<file path="config.mk">
export PLATFORM = sky130hd
export DESIGN_NAME = rob_commit
export DESIGN_NICKNAME = d
export VERILOG_FILES = /design/src/rtl/rob_commit.sv
export SDC_FILE = /design/constraint.sdc
export NUM_CORES = 1
export LEC_CHECK = 0
export CAP_MARGIN = 25
export CORE_AREA = 4 4 148 135
export CTS_CLUSTER_DIAMETER = 80
export DETAILED_ROUTE_END_ITERATION = 10
export DIE_AREA = 0 0 152 139
export DONT_BUFFER_PORTS = 1
export PLACE_DENSITY = 0.77
export SETUP_SLACK_MARGIN = 0.3
export SLEW_MARGIN = 20
export SYNTH_ARGS = -nofsm -noshare
export SYNTH_HDL_FRONTEND = slang
export SYNTH_SLANG_ARGS = --single-unit
</file>
<file path="constraint.sdc">
create_clock -name clk -period 5.55 [get_ports clk]
set_clock_uncertainty 0.05 [all_clocks]
set_input_delay 0.555 -clock clk [delete_from_list [all_inputs] [get_ports clk]]
set_output_delay 0.555 -clock clk [all_outputs]
set_load 0.02 [all_outputs]
</file>
<file path="src/rtl/rob_commit.sv">
// rob_commit: reorder buffer that retires instructions in program order.
// Rename allocates entries at the tail and execute marks them done. The head
// retires when it is done, and the physical register it replaced is handed
// back so it can be freed.
// Ports:
//   clk, reset (sync, active-low)
//   alloc_valid/alloc_ready, alloc_with_write, alloc_arch_rd, alloc_new_phy,
//   alloc_old_phy, alloc_rob_id : allocation handshake and payload
//   complete_valid, complete_rob_id : completion report from execute
//   flush : discard everything in flight
//   commit_valid, commit_with_write, commited_wr_register, commit_arch_rd :
//   retirement of the head entry
//   rob_count : occupied entries, 0..DEPTH

`ifndef ARCH_REG_NUM_WIDTH
`define ARCH_REG_NUM_WIDTH 5
`endif
`ifndef PHYSICAL_REG_NUM_WIDTH
`define PHYSICAL_REG_NUM_WIDTH 6
`endif

module rob_commit #(
  parameter int unsigned ARCH_REG_NUM_WIDTH     = `ARCH_REG_NUM_WIDTH,
  parameter int unsigned PHYSICAL_REG_NUM_WIDTH = `PHYSICAL_REG_NUM_WIDTH,
  parameter int unsigned ROB_ADDR_WIDTH         = 4
) (
  input  logic                              clk,
  input  logic                              reset,
  input  logic                              alloc_valid,
  output logic                              alloc_ready,
  input  logic                              alloc_with_write,
  input  logic [ARCH_REG_NUM_WIDTH-1:0]     alloc_arch_rd,
  input  logic [PHYSICAL_REG_NUM_WIDTH-1:0] alloc_new_phy,
  input  logic [PHYSICAL_REG_NUM_WIDTH-1:0] alloc_old_phy,
  output logic [ROB_ADDR_WIDTH-1:0]         alloc_rob_id,
  input  logic                              complete_valid,
  input  logic [ROB_ADDR_WIDTH-1:0]         complete_rob_id,
  input  logic                              flush,
  output logic                              commit_valid,
  output logic                              commit_with_write,
  output logic [PHYSICAL_REG_NUM_WIDTH-1:0] commited_wr_register,
  output logic [ARCH_REG_NUM_WIDTH-1:0]     commit_arch_rd,
  output logic [ROB_ADDR_WIDTH:0]           rob_count
);

  localparam int unsigned DEPTH = 1 << ROB_ADDR_WIDTH;
  localparam int unsigned PTR_W = ROB_ADDR_WIDTH + 1;

  typedef struct packed {
    logic                              with_write;
    logic [ARCH_REG_NUM_WIDTH-1:0]     arch_rd;
    logic [PHYSICAL_REG_NUM_WIDTH-1:0] new_phy;
    logic [PHYSICAL_REG_NUM_WIDTH-1:0] old_phy;
  } entry_t;

  entry_t                  payload [DEPTH];
  logic [PTR_W-1:0]        head;
  logic [PTR_W-1:0]        tail;
  logic [DEPTH-1:0]        valid_q;
  logic [DEPTH-1:0]        done_q;
  logic [DEPTH-1:0]        valid_d;
  logic [DEPTH-1:0]        done_d;
  logic [ROB_ADDR_WIDTH-1:0] head_idx;
  logic [ROB_ADDR_WIDTH-1:0] tail_idx;
  logic                    empty;
  logic                    full;
  logic                    alloc_fire;
  logic                    complete_fire;
  entry_t                  head_entry;

  // Pointer-derived status; the MSB of each pointer is the wrap bit.
  assign head_idx   = head[ROB_ADDR_WIDTH-1:0];
  assign tail_idx   = tail[ROB_ADDR_WIDTH-1:0];
  assign empty      = (head == tail);
  assign full       = (head_idx == tail_idx) && (head[ROB_ADDR_WIDTH] != tail[ROB_ADDR_WIDTH]);
  assign rob_count  = tail - head;

  assign alloc_ready  = !full && !flush;
  assign alloc_rob_id = tail_idx;
  assign alloc_fire   = alloc_valid && alloc_ready;

  // A completion aimed at the slot being filled this cycle refers to a stale
  // instruction and must not mark the new one done.
  assign complete_fire = complete_valid && valid_q[complete_rob_id]
                         && !(alloc_fire && (complete_rob_id == tail_idx));

  // Reset also suppresses retirement so nothing is freed while discarding.
  assign head_entry   = payload[head_idx];
  assign commit_valid = reset && !flush && !empty && valid_q[head_idx] && done_q[head_idx];

  // Retirement payload is zero when idle; only a writing instruction frees a register.
  always_comb begin
    commit_with_write    = 1'b0;
    commited_wr_register = '0;
    commit_arch_rd       = '0;
    if (commit_valid) begin
      commit_with_write = head_entry.with_write;
      commit_arch_rd    = head_entry.arch_rd;
      if (head_entry.with_write) commited_wr_register = head_entry.old_phy;
    end
  end

  // Next valid/done bits from allocation, completion and retirement.
  always_comb begin
    valid_d = valid_q;
    done_d  = done_q;
    if (complete_fire) done_d[complete_rob_id] = 1'b1;
    if (alloc_fire) begin
      valid_d[tail_idx] = 1'b1;
      done_d[tail_idx]  = 1'b0;
    end
    if (commit_valid) begin
      valid_d[head_idx] = 1'b0;
      done_d[head_idx]  = 1'b0;
    end
  end

  // Pointer and status register; reset beats flush, flush beats everything else.
  always_ff @(posedge clk) begin
    if (!reset) begin
      head    <= '0;
      tail    <= '0;
      valid_q <= '0;
      done_q  <= '0;
    end else if (flush) begin
      head    <= '0;
      tail    <= '0;
      valid_q <= '0;
      done_q  <= '0;
    end else begin
      valid_q <= valid_d;
      done_q  <= done_d;
      if (alloc_fire)   tail <= tail + PTR_W'(1);
      if (commit_valid) head <= head + PTR_W'(1);
    end
  end

  // Payload storage, written only on an accepted allocation.
  always_ff @(posedge clk) begin
    if (alloc_fire) begin
      payload[tail_idx] <= '{with_write: alloc_with_write,
                             arch_rd:    alloc_arch_rd,
                             new_phy:    alloc_new_phy,
                             old_phy:    alloc_old_phy};
    end
  end

endmodule

</file>
==> results.json <==
{
  "drtIter0Drc": 625,
  "grt_first_pass_wirelength_um": 33500,
  "period_needed_ns": 3.81,
  "synth_edf_count": 192,
  "crit_arrival_ns": 3.21,
  "synth_top_area_share_pct": 57.7,
  "post_cts_resized": 0,
  "hold_depth": 0,
  "initial_core_util_pct": 54.5,
  "gp_congestion": 0.847,
  "maxCapViolCount": 0,
  "grt_pass1_vias": 5591,
  "yosysMostFrequentCell": "edfxtp_1",
  "max-vdd-ir-drop_mv": 0.271,
  "nNetsFinal": 617,
  "ys_top_cells_by_count": "edfxtp_1, mux4_2, dfxtp_1",
  "reg2reg_setup_slack_ns": 2.14,
  "worstPathRequired_ns": 4.95,
  "finalHoldViolations": 0,
  "fin_crit_sh_pct": 68.7,
  "crit_type": "reg -> out",
  "hold_end": "payload[5][15]",
  "syn_inst": 580,
  "synth_area_leaders": "edfxtp_1, mux4_2, dfxtp_1",
  "pin_count": 50,
  "fill_cells": 1343,
  "leakagePower_uw": 0.00338,
  "r2r_end": "valid_q[10]",
  "cts_hold_buf": 0,
  "cts_sinks": 238,
  "hp-class": "in -> reg",
  "worst_r2r_path_depth": 8,
  "stdcell_count": 840,
  "grt_max_degree": 49,
  "synth.distinct_cells": 51,
  "syn_avg_cell_area_um2": 17.2,
  "clock-root-buffer": "clkbuf_16",
  "slew-limit-headroom_pct": 27.4,
  "route.antenna.remaining_nets": 0,
  "cts_max_path_buffers": 3,
  "vias": 5371,
  "wl_per_cell_um": 25.8,
  "synthToLayoutAreaGrowth_pct": 9.84,
  "maxSlewViolCount": 0,
  "die_h_um": 139,
  "worstMarginPinSlew_ns": 1.09,
  "core_um2": 18300,
  "row_count": 47,
  "yosys_warnings": 0,
  "antenna_found_initial": 0,
  "synth.cell_area_um2": 10000,
  "critPathCaptureType": "output pin",
  "cts_setup_buffers": 0,
  "setup_violations": 0,
  "drt_wl_total_um": 21600,
  "die-area_um2": 21100,
  "cts_tree": "done",
  "ys.flop_type": "edfxtp_1",
  "drive_above_1_share_pct": 21.7,
  "synth-seq-cells": 238,
  "synth_nets": 620,
  "cp_max_fo": 14,
  "n_antenna_cell": 0,
  "clkTransAtPathRegs_ns": 0.07,
  "placed_cells": 795,
  "power_density_nw_per_um2": 327,
  "viasPerCell": 6.39,
  "r2r-start": "head[1]",
  "cp-start-kind": "flop",
  "die_x_um": 152,
  "ys_async_sr_fraction_pct": 0,
  "synth_area_leader_cell": "edfxtp_1",
  "fmax_mhz": 262,
  "clkLatencyLatePin_ns": 0.51,
  "overflow": 0,
  "hpwl_um": 12600,
  "route.detailed.drc": 0,
  "h-tree-depth": 1,
  "first_pass_iters": 5,
  "port-buffer-count": 0,
  "tns_ns": 0,
  "hold_path.startpoint": "alloc_arch_rd[3]",
  "grt.total_usage_pct": 20.5,
  "ys_seq_area_share_pct": 66.9,
  "outcome": "complete, no violations",
  "grt_setup_unrepaired": "no",
  "numCtsBuffers": 24
}
[flip-flops by register name, indices dropped and copies added (netlist names), named ones only]
register and count:
payload 192, valid_q 16, done_q 16, tail 5, head 5
[area by class of cell]
cell class	count	area, µm²	area share, %
multi-input cells	295	3060	27.9
inverters	11	41.3	0.376
well taps	245	307	2.79
repair buffers	7	72.6	0.661
clock inverters	10	118	1.07
clock buffers	34	688	6.27
flip-flops and latches	238	6690	60.9
[worst max path at each step]
stage	from	end	slack (ns)	depth (start not counted)
floorplan	head[1]	commited_wr_register[0]	2.79	8
global placement	head[1]	payload[10][12]	2.33	6
detailed placement	head[1]	valid_q[10]	2.18	8
CTS	head[1]	commited_wr_register[3]	1.74	7
global route	head[1]	commited_wr_register[3]	1.53	7
finish	head[1]	commited_wr_register[3]	1.74	7
[cells by family (layout without fill, tap and decap cells)]
group	Yosys count	after routing	share of synthesized area (%)
fa+ha+maj	13	13	1.70
mux	68	68	14.9
compound gates	77	77	5.93
xor+xnor	13	13	1.21
simple gates	124	124	6.85
flops	238	238	66.9
buf+inv	47	62	2.48
[report_power, final]
part / internal, µW / switching, µW
logic: 16.1 / 23.5
registers: 1930 / 2.61
clock network: 960 / 660
[layout by cell type, fill, tap and decap left out, types with 4 or more instances in the layout]
master,Yosys,layout
clkbuf_8,0,5
xnor2_1,10,10
nor3_1,5,5
a2111oi_2,4,4
o21bai_1,4,4
nor2b_1,8,8
clkbuf_16,0,24
nor2_1,28,28
a31oi_1,8,8
and3_1,8,8
nand2b_1,5,5
nand2_1,20,20
buf_4,5,5
nand3_1,5,5
a21oi_1,21,21
ha_1,12,12
o21ai_0,15,15
mux4_2,65,65
and2_1,26,27
nand4_1,7,7
inv_1,9,9
dfxtp_1,46,44
edfxtp_1,192,192
clkbuf_1,14,5
a211oi_1,10,10
[critical path, stage by stage, from the launching register on]
cell	delay, ns
dfxtp_1	0.73
inv_2	0.23
ha_1	0.35
nand4_1	0.24
o221ai_2	0.21
nor4_4	0.33
buf_4	0.28
and3_1	0.32
[stage by stage]
step,hold WS [ns],cell area (µm²),total power [µW],utilization [%],worst slack (ns)
2_1_floorplan,0.416,10000,2000,-,2.79
3_3_place_gp,0.439,10100,2010,55.3,2.33
3_5_place_dp,0.441,10200,2010,55.3,2.18
4_1_cts,0.0568,11000,3610,59.7,1.74
5_1_grt,0.0499,11000,3700,59.8,1.53
6_report,0.0752,11000,3590,59.8,1.74
[per-layer routing]
| metal | wire length [µm] | part of all wire [%] | GRT usage [%] | vias to the layer above |
|---|---|---|---|---|
| li1 | - | - | - | 2295 |
| met1 | 8650 | 40 | 29.3 | 2757 |
| met2 | 10700 | 50 | 33.6 | 282 |
| met3 | 1790 | 8.3 | 3.96 | 37 |
| met4 | 448 | 2.1 | 4.30 | 0 |
| met5 | 0 | 0 | 0 | - |
(Power assumes the default switching activity.)
